### src/rtl/reg_dump_sequencer.sv
// Dumps every word of the register bank's debug read port as a byte stream, MSB byte first,
// over a valid/ready interface. One start pulse produces REG_SIZE*BYTES handshakes and one o_done pulse.
module reg_dump_sequencer #(
  parameter int BITS_REGS = 5,
  parameter int BITS_SIZE = 32,
  parameter int REG_SIZE  = 32
) (
  input  logic                 i_clk,
  input  logic                 i_reset,
  input  logic                 i_start,
  output logic [BITS_REGS-1:0] o_addr_unitdebug,
  input  logic [BITS_SIZE-1:0] i_reg_unitdebug,
  output logic [7:0]           o_tx_data,
  output logic                 o_tx_valid,
  input  logic                 i_tx_ready,
  output logic                 o_busy,
  output logic                 o_done
);

  localparam int BYTES = BITS_SIZE / 8;
  localparam int CNT_W = (BYTES > 1) ? $clog2(BYTES) : 1;
  localparam logic [BITS_REGS-1:0] LAST_ADDR = BITS_REGS'(REG_SIZE - 1);
  localparam logic [CNT_W-1:0]     LAST_BYTE = CNT_W'(BYTES - 1);

  typedef enum logic [1:0] {
    S_IDLE,
    S_LOAD,
    S_SEND,
    S_DONE
  } state_e;

  state_e               state_q;
  logic [BITS_REGS-1:0] addr_q;
  logic [BITS_SIZE-1:0] shift_q;
  logic [BITS_SIZE-1:0] shift_next;
  logic [CNT_W-1:0]     byte_cnt_q;
  logic [7:0]           tx_data_q;
  logic                 tx_valid_q;
  logic                 busy_q;
  logic                 done_q;

  // Next byte lines up at the top of the word; o_tx_data is loaded from here so it stays registered.
  assign shift_next = shift_q << 8;

  // NOTE: every register in this block uses <= so all of them see the pre-edge values of each other.
  always_ff @(posedge i_clk) begin
    if (i_reset) begin
      state_q    <= S_IDLE;
      addr_q     <= '0;
      shift_q    <= '0;
      byte_cnt_q <= '0;
      tx_data_q  <= '0;
      tx_valid_q <= 1'b0;
      busy_q     <= 1'b0;
      done_q     <= 1'b0;
    end else begin
      done_q <= 1'b0;
      unique case (state_q)
        S_IDLE: begin
          if (i_start) begin
            addr_q  <= '0;
            busy_q  <= 1'b1;
            state_q <= S_LOAD;
          end
        end
        S_LOAD: begin
          // The address has been stable for a full cycle, so the bank data is settled here.
          shift_q    <= i_reg_unitdebug;
          tx_data_q  <= i_reg_unitdebug[BITS_SIZE-1 -: 8];
          tx_valid_q <= 1'b1;
          byte_cnt_q <= '0;
          state_q    <= S_SEND;
        end
        S_SEND: begin
          if (i_tx_ready) begin
            if (byte_cnt_q == LAST_BYTE) begin
              tx_valid_q <= 1'b0;
              if (addr_q == LAST_ADDR) begin
                done_q  <= 1'b1;
                state_q <= S_DONE;
              end else begin
                addr_q  <= addr_q + BITS_REGS'(1);
                state_q <= S_LOAD;
              end
            end else begin
              shift_q    <= shift_next;
              tx_data_q  <= shift_next[BITS_SIZE-1 -: 8];
              byte_cnt_q <= byte_cnt_q + CNT_W'(1);
            end
          end
        end
        S_DONE: begin
          busy_q  <= 1'b0;
          state_q <= S_IDLE;
        end
      endcase
    end
  end

  assign o_addr_unitdebug = addr_q;
  assign o_tx_data        = tx_data_q;
  assign o_tx_valid       = tx_valid_q;
  assign o_busy           = busy_q;
  assign o_done           = done_q;

endmodule

### config.mk
export PLATFORM = sky130hd
export DESIGN_NAME = reg_dump_sequencer
export DESIGN_NICKNAME = d
export VERILOG_FILES = /design/src/rtl/reg_dump_sequencer.sv
export SDC_FILE = /design/constraint.sdc
export NUM_CORES = 1
export LEC_CHECK = 0
export CAP_MARGIN = 20
export CORE_ASPECT_RATIO = 1.25
export CORE_MARGIN = 2
export CORE_UTILIZATION = 45
export CTS_CLUSTER_SIZE = 28
export DETAILED_ROUTE_END_ITERATION = 16
export GPL_ROUTABILITY_DRIVEN = 0
export PLACE_DENSITY = 0.76
export RECOVER_POWER = 25
export SYNTH_ARGS = -nofsm -noshare
export SYNTH_HDL_FRONTEND = slang
export SYNTH_SLANG_ARGS = --single-unit
### constraint.sdc
create_clock -name i_clk -period 1.4 [get_ports i_clk]
set_input_delay 0.28 -clock i_clk [delete_from_list [all_inputs] [get_ports i_clk]]
set_output_delay 0.28 -clock i_clk [all_outputs]
set_load 0.02 [all_outputs]
==> results.toml, run 1 <==
[logic_synthesis]
mappedNetlistNets = 267
synthArstFlopShare_pct = 0
avgSynthCellArea_um2 = 9.79
synth_edf_count = 0
synthCells = 228
yosys_warnings = 0
synth-seq-cells = 44
synth_cell_types = 43
ys_seq_area_share_pct = 39.5
synthFlopType = "dfxtp_1"
synthesis.area_mm2 = 0.00223

[power_and_ir_drop]
ir_drop_mv = 0.833
power.leakage_nw = 1.22
total_power_mw = 2.92
power.density_mw_per_mm2 = 899

[floorplan]
initial_core_util_pct = 46.8
dieWidth_um = 67.0
core_mm2 = 0.00476
rows = 28
die_area_mm2 = 0.00554
die_h_um = 82.7
ios = 52

[clock_network]
clockBufferDepth = 2
clk_pin_slew_ns = 0.08
clock_latency_ns = 0.30
cts_buffers = 5
root_buffer = "clkbuf_8"
cts_max_level = 2
tritoncts = "built"
hold_buffers = 0
clock-sinks = 44

[layout]
diodes = 0
final_cell_mix = "nand2_1 (50), dfxtp_1 (40), clkdlybuf4s50_1 (34), a311oi_2 (24), buf_4 (16)"
final_common_cell = "nand2_1"
final_nets = 337
syn_to_final_growth_pct = 45.3
drive_above_1_share_pct = 31.2

[timing]
setup_violations = 37
hold_viol = 0
final-max-slew-violation-count = 0
slew_headroom_pct = 73.5
rsz0062_at_grt = "true"
fmax_ghz = 0.635
fin_skew_ns = 0.0119
worst_pin_slew_ns = 0.398
setup_slack_ns = -0.175
period_share_pct = 112
fin_crit_ns = 1.57

[placement]
pre_cts_ws_ns = -0.304
numPortBuffers = 51
dpl.hpwl_um = 3530

[setup_path]
worstPathArrival_ns = 1.74
crit_type = "flip-flop to flip-flop"
r2r_slack_ns = -0.17
crit_path_max_fanout = 6
r2r-end = "o_tx_data[6]"
crit_required_ns = 1.57
crit_path_end_kind = "flip-flop"
rr_worst_depth = 6
reg2reg_from = "byte_cnt_q[0]"
critical_path.startpoint = "byte_cnt_q[0]"
crit_path_start_kind = "flip-flop"

[detailed_routing]
drt_iter0_markers = 115
wire_per_inst_um = 16.2
viasPerCell = 5.52
num_vias = 1975
drt.antenna.violating_nets = 0
drt-total-wl_um = 5790
first_pass_iters = 4
drc_errors = 0

[global_route]
grt_max_degree = 26
grt_pass1_vias = 1811
antenna_found_initial = 0
gr-usage-all-layers_pct = 20.7
grt_pass1_wl_um = 8600
grt_overflow_total = 0

[min_path]
hp-class = "primary input to flip-flop"
holdPathStages = 3
holdCritStartpoint = "i_reset"
holdPathEnd = "o_addr_unitdebug[1]"

[outcome]
violations = "setup timing"
outcome = "finished with violations"

[run]
cap_violations = 0
## state kept, by name (all words and copies together), names as in the netlist
name / count
shift_q: 24
o_tx_valid: 1
o_busy: 1
o_addr_unitdebug: 5
o_tx_data: 8
state_q: 2
o_done: 1
byte_cnt_q: 2
## worst max path at each step
| stage | depth (start not counted) | slack (ns) | endpoint |
|---|---|---|---|
| floorplan | 6 | -0.09 | o_addr_unitdebug[1] |
| global placement | 5 | -0.25 | shift_q[7] |
| detailed placement | 5 | -0.30 | shift_q[3] |
| CTS | 6 | -0.16 | o_addr_unitdebug[1] |
| global route | 6 | -0.24 | o_addr_unitdebug[4] |
| finish | 6 | -0.17 | o_tx_data[6] |
## power breakdown
group	switching, mW	internal (mW)
clock network	0.419	0.340
logic	0.353	0.401
registers	0.0615	1.34
## through the flow
stage | area (um2) | setup TNS [ns] | instances | hold slack (ns) | utilization (%)
6_report | 3240 | -4.88 | 358 | 0.456 | 68.1
5_1_grt | 3240 | -7.00 | 358 | 0.493 | 68.1
4_1_cts | 3170 | -2.70 | 356 | 0.451 | 66.5
3_5_place_dp | 2910 | -9.95 | 339 | 0.460 | 61.2
3_3_place_gp | 2910 | -8.41 | 339 | 0.456 | 61.2
2_1_floorplan | 2280 | -0.306 | 228 | 0.413 | -
## critical path, stage by stage, from the launching register on
cell and delay (ns):
dfxtp_1 0.34, ha_4 0.17, buf_6 0.11, nand3b_1 0.20, o21ai_4 0.31, clkbuf_16 0.23
a311oi_2 0.08
## logic make-up after synthesis
logic type | share of synthesized area [%]
flops | 39.5
compound gates | 22.4
simple gates | 27.7
buf+inv | 7.40
mux | 1.35
fa+ha+maj | 1.68
## synthesized netlist by cell type, types with 2 or more instances
library cell	instances	area, um2
nand2_1	50	188
dfxtp_1	44	881
a311oi_2	20	300
nor3_1	15	75.1
nor3_2	10	100
a22o_1	8	70.1
buf_4	7	52.6
buf_6	6	67.6
nand2b_1	6	37.5
a21oi_1	5	25.0
nand3b_1	5	37.5
a311oi_1	4	35.0
buf_2	3	15.0
clkbuf_1	3	11.3
ha_1	3	37.5
mux2i_1	3	30.0
nand3_1	3	15.0
o21ai_0	3	15.0
and2_1	2	12.5
and2b_1	2	15.0
nor2b_1	2	12.5
nor4b_1	2	17.5
or2_2	2	12.5
## layout make-up
cell class	count	area, um2
Inverter	1	3.75
Clock buffer	6	72.6
Fill cell	391	1520
Timing Repair Buffer	83	900
Tap cell	60	75.1
Multi-Input combinational cell	163	1300
Sequential cell	44	891
Clock inverter	1	5.00
## timing repair
| action | in CTS | in global routing |
|---|---|---|
| buffers inserted | 7 | 3 |
| pin swaps | 7 | 18 |
| gates resized for setup | 29 | 17 |
| cloned | 3 | 3 |
| setup endpoints to repair | 48 | 41 |
## per-layer routing
metal	share of wire [%]	GRT usage [%]	wire, um
met5	0	0	0
met1	39	22.7	2250
met4	1.2	5.92	70
met2	55	38.2	3180
met3	5.1	6.23	296
Power figures use the tool's default switching activity.
==> inputs of run 2 (changes only) <==
Settings changed: GPL_TIMING_DRIVEN set to 0, PLACE_DENSITY 0.76 to 0.74.
==> run 2 against run 1 <==
Compared with the run above: the flow still finishes with violations (setup timing); sequential power about the same; sequential share of layout area about the same; core utilization up 0.21 points; global-route usage up 1.3 points; via count up 1.9%; final cell count up 1.4%; clock power up 3.0%; critical path type unchanged.
==> results.toml, run 2 (synthesized netlist as in run 1, its figures left out) <==
[outcome]
outcome = "finished with violations"
violations = "setup timing"

[floorplan]
core_mm2 = 0.00476
die_h_um = 82.7
rows = 28
ios = 52
initial_core_util_pct = 46.8
dieWidth_um = 67.0
die_area_mm2 = 0.00554

[setup_path]
crit_path_end_kind = "flip-flop"
crit_family = "simple AND/OR/NAND/NOR gates"
worstPathArrival_ns = 1.74
crit_type = "flip-flop to flip-flop"
rr_worst_depth = 6
crit_top_cell = "ha_4"
crit_required_ns = 1.58
max_stage_delay_ns = 0.36
path_buf_inv = 0
crit_path_max_fanout = 4
crit_path_start_kind = "flip-flop"
crit_chain = "ha_4 > and3_4 > ha_4 > nand4b_1 > a21oi_4 > o221ai_1"
critPathSlowestCell = "dfxtp_4"
path_depth = 6

[placement]
numPortBuffers = 51
dpl.hpwl_um = 3760
pre_cts_ws_ns = -0.578
placed_cell_area_mm2 = 0.00287

[detailed_routing]
wire_per_inst_um = 15.7
drt-total-wl_um = 5710
num_vias = 2012
drt_iter0_markers = 96
first_pass_iters = 4
drc_errors = 0
viasPerCell = 5.54
drt.antenna.violating_nets = 0

[timing]
worst_pin_slew_ns = 0.690
fmax_ghz = 0.639
fin_skew_ns = 0.00912
final-max-slew-violation-count = 0
hold_viol = 0
setup_violations = 13
fin_crit_ns = 1.57
period_share_pct = 112
hold_ws_ns = 0.480
rsz0062_at_grt = "true"
slew_headroom_pct = 54.0
setup_slack_ns = -0.165

[global_route]
grt_pass1_vias = 2028
gr-usage-all-layers_pct = 22.0
antenna_found_initial = 0
grt_max_degree = 14
grt_pass1_wl_um = 9150
grt_overflow_total = 0

[clock_network]
clock_latency_ns = 0.30
root_buffer = "clkbuf_8"
cts_max_level = 2
clockBufferDepth = 2
clk_pin_slew_ns = 0.08
cts_buffers = 5
clock-sinks = 44
tritoncts = "built"
hold_buffers = 0

[layout]
final_cell_mix = "nand2_1 (50), dfxtp_1 (38), clkdlybuf4s50_1 (33), a311oi_2 (21)"
drive_above_1_share_pct = 32.3
largest_register = "shift_q"
diodes = 0
final_nets = 341
final_common_cell = "nand2_1"
syn_to_final_growth_pct = 45.8
finalInstanceArea_mm2 = 0.00325
largest_register_ffs = 24

[power_and_ir_drop]
power.leakage_nw = 1.25
power.density_mw_per_mm2 = 907
ir_drop_mv = 0.505

[run]
cap_violations = 0

[min_path]
hp-class = "flip-flop to flip-flop"
holdPathStages = 1
[run 2: changes by cell type in the layout (fill, tap and decap cells not counted), sizes merged]
cell,previous run,this run
clkdlybuf4s50,34,33
clkbuf,9,13
buf,31,30
dlygate4sd2,13,16
[run 2: worst register-to-register path: cells and delay by family, from the launching register on]
family	cells	cell delay [ns]
AOI/OAI and AO/OA	2	0.39
DFF	1	0.36
adders and majority gates	2	0.31
and+or+nand+nor	2	0.39
[run 2: timing repair]
item                                    in CTS  in global routing
buffers inserted                            15                  1
gates cloned                                 2                  0
gates resized for setup                     43                 19
pin swaps                                   20                 11
endpoints found under the setup margin      54                 37
[run 2: layout make-up]
cell class	count	area (um2)
well taps	60	75.1
multi-input cells	163	1360
inverters	1	3.75
flip-flops and latches	44	893
repair buffers	68	662
plain buffers	19	176
clock inverters	1	5.00
fillers	407	1510
clock buffers	7	76.3
[run 2: metrics by stage]
| stage | TNS, ns | utilization (%) | instances | power, mW |
|---|---|---|---|---|
| finish | -0.994 | 68.3 | 363 | 2.95 |
| global route | -2.22 | 68.3 | 363 | 3.08 |
| CTS | -1.19 | 67.4 | 364 | 2.93 |
| detailed placement | -17.20 | 60.2 | 339 | 2.10 |
| global placement | -16.70 | 60.2 | 339 | 2.09 |
| floorplan | -0.306 | - | 228 | 1.85 |
[run 2: final timing paths]
check | start | endpoint | slack (ns)
worst max-delay path | o_addr_unitdebug[1] | o_addr_unitdebug[3] | -0.17
worst min-delay path | shift_q[5] | shift_q[5] | 0.48
worst max register to register | o_addr_unitdebug[1] | o_addr_unitdebug[3] | -0.17
worst min register to register | shift_q[5] | shift_q[5] | 0.48
[run 2: metal layers]
metal	part of all wire, %	track usage, %
met1	43	23.7
met4	1.6	8.57
met5	0	0
met2	52	41.6
met3	4.0	4.34
[run 2: power breakdown]
group          switching (mW)  total [mW]  internal (mW)
logic                   0.359       0.755          0.396
registers              0.0712        1.41           1.34
clock network           0.431       0.782          0.351
==> inputs of run 3 (changes only) <==
Settings changed: CORE_MARGIN 2 to 3.
==> run 3 against run 2 <==
Compared with the run above: the run still ends with setup timing left; sequential power about the same; total power rose by 2.0%; via count grew 1.6%; hold slack gained 0.0018 ns; clock power up 6.9%; critical path depth is the same; design area grew 0.19%; core utilization increased by 0.13 points; final cell count rose by 0.55%; first-iteration DRC count grew 6.3%; die area is 5.5% higher; global-route usage down 1.1 points; critical endpoint is now o_addr_unitdebug[4].
==> results.toml, run 3 (synthesized netlist as in run 1, its figures left out) <==
[outcome]
outcome = "finished with violations"
violations = "setup timing"

[clock_network]
cts_buffers = 5
tritoncts = "built"
clk_pin_slew_ns = 0.08
root_buffer = "clkbuf_8"
hold_buffers = 0
clockBufferDepth = 2
clock_latency_ns = 0.30
clock-sinks = 44
cts_max_level = 2

[setup_path]
crit_path_start_kind = "flip-flop"
reg2reg_from = "o_addr_unitdebug[1]"
crit_path_end_kind = "flip-flop"
critPathSlowestCell = "dfxtp_4"
worstPathArrival_ns = 1.80
rr_worst_depth = 6
r2r_slack_ns = -0.18
crit_top_cell = "ha_4"
crit_type = "flip-flop to flip-flop"
crit_required_ns = 1.63
r2r-end = "o_addr_unitdebug[4]"
max_stage_delay_ns = 0.36
crit_chain = "ha_4 > and3_4 > ha_4 > nand4b_1 > a21oi_4 > mux2i_1"
crit_path_max_fanout = 4

[layout]
largest_register_ffs = 24
final_common_cell = "nand2_1"
syn_to_final_growth_pct = 46.1
final_nets = 343
finalInstanceArea_mm2 = 0.00326
diodes = 0
n_fill_cell = 392
final_cell_mix = "nand2_1 (50), dfxtp_1 (39), clkdlybuf4s50_1 (33), a311oi_2 (21)"
largest_register = "shift_q"
drive_above_1_share_pct = 33.1
layoutNonFillerInstCount = 365
utilization_pct = 68.4

[global_route]
antenna_found_initial = 0
grt_pass1_wl_um = 9290
gr-usage-all-layers_pct = 20.8
grt_pass1_vias = 2021
grt_overflow_total = 0
grt_max_degree = 14

[floorplan]
initial_core_util_pct = 46.8
rows = 28
die_area_mm2 = 0.00585
ios = 52
die_h_um = 84.7
dieWidth_um = 69.0
core_mm2 = 0.00476

[timing]
fmax_ghz = 0.634
period_share_pct = 113
slew_headroom_pct = 54.3
setup_slack_ns = -0.177
hold_viol = 0
final-max-slew-violation-count = 0
worst_pin_slew_ns = 0.685
fin_crit_ns = 1.58
setup_violations = 33
fin_skew_ns = 0.00473
rsz0062_at_grt = "true"

[run]
cap_violations = 0

[detailed_routing]
viasPerCell = 5.60
drt.antenna.violating_nets = 0
wire_per_inst_um = 16.2
drt_iter0_markers = 102
first_pass_iters = 4
drc_errors = 0
drt-total-wl_um = 5910
num_vias = 2044

[placement]
dpl.hpwl_um = 3860
numPortBuffers = 51
dpl.cell_count = 339
placed_cell_area_mm2 = 0.00287
pre_cts_ws_ns = -0.576

[power_and_ir_drop]
power.density_mw_per_mm2 = 923
total_power_mw = 3.01
ir_drop_mv = 0.635
power.leakage_nw = 1.25

[min_path]
hp-class = "flip-flop to flip-flop"
holdPathEnd = "shift_q[0]"
holdCritStartpoint = "shift_q[0]"
holdPathStages = 1
## run 3: changes by cell type in the layout (fill, tap and decap cells not counted), moves of 2 or more
cell / previous run / this run
o21ai_0: 3 / 1
buf_4: 16 / 14
dfxtp_2: 4 / 1
nor3_2: 10 / 15
o21ai_1: 1 / 3
buf_6: 8 / 11
nor3_1: 5 / 7
dfxtp_4: 2 / 4
nor3_4: 11 / 4
## run 3: worst max-delay path: cells and delay by family (launching register included)
family | cells | cell delay, ns
simple gates | 2 | 0.39
compound gates | 1 | 0.24
mux | 1 | 0.21
fa+ha+maj | 2 | 0.31
flops | 1 | 0.36
## run 3: how the worst max path moves through the flow
stage,start,endpoint,cells after the start
6_report,o_addr_unitdebug[1],o_addr_unitdebug[4],6
5_1_grt,o_addr_unitdebug[1],o_addr_unitdebug[4],6
4_1_cts,o_addr_unitdebug[1],o_addr_unitdebug[4],6
3_5_place_dp,i_reset,shift_q[23],4
3_3_place_gp,i_reset,o_tx_data[0],4
2_1_floorplan,o_addr_unitdebug[1],o_addr_unitdebug[1],6
## run 3: what timing repair did
item / in CTS / in global routing
gates resized for setup: 38 / 31
pin swaps: 23 / 10
gates cloned: 3 / 0
setup buffers: 9 / 12
endpoints found under the setup margin: 54 / 42
## run 3: metal layers
| metal | vias to the layer above | GRT usage (%) | wire length [um] |
|---|---|---|---|
| met2 | 60 | 37.0 | 3300 |
| met4 | 0 | 7.62 | 76 |
| met5 | - | 0 | 0 |
| met3 | 9 | 4.95 | 286 |
| met1 | 989 | 23.3 | 2250 |
| li1 | 986 | - | - |
## run 3: final cells by class
cell class / instances / area (um2) / area share [%]
Multi-Input combinational cell: 163 / 1320 / 40.3
Timing Repair Buffer: 71 / 721 / 22.1
Inverter: 1 / 3.75 / 0.115
Sequential cell: 44 / 897 / 27.5
Clock inverter: 2 / 10.0 / 0.307
Buffer: 18 / 156 / 4.80
Clock buffer: 6 / 82.6 / 2.53
Tap cell: 60 / 75.1 / 2.30
## run 3: power by group
part	switching [mW]	leakage (nW)	internal [mW]	total, mW
sequential	0.0641	0.364	1.34	1.40
clock	0.442	0.0510	0.394	0.836
combinational	0.363	0.837	0.405	0.768
total	0.869	1.25	2.14	3.01
## run 3: through the flow
stage | hold WS (ns) | TNS (ns)
floorplan | 0.413 | -0.306
global placement | 0.456 | -16.67
detailed placement | 0.456 | -17.15
CTS | 0.482 | -1.84
global route | 0.491 | -4.62
finish | 0.482 | -2.59
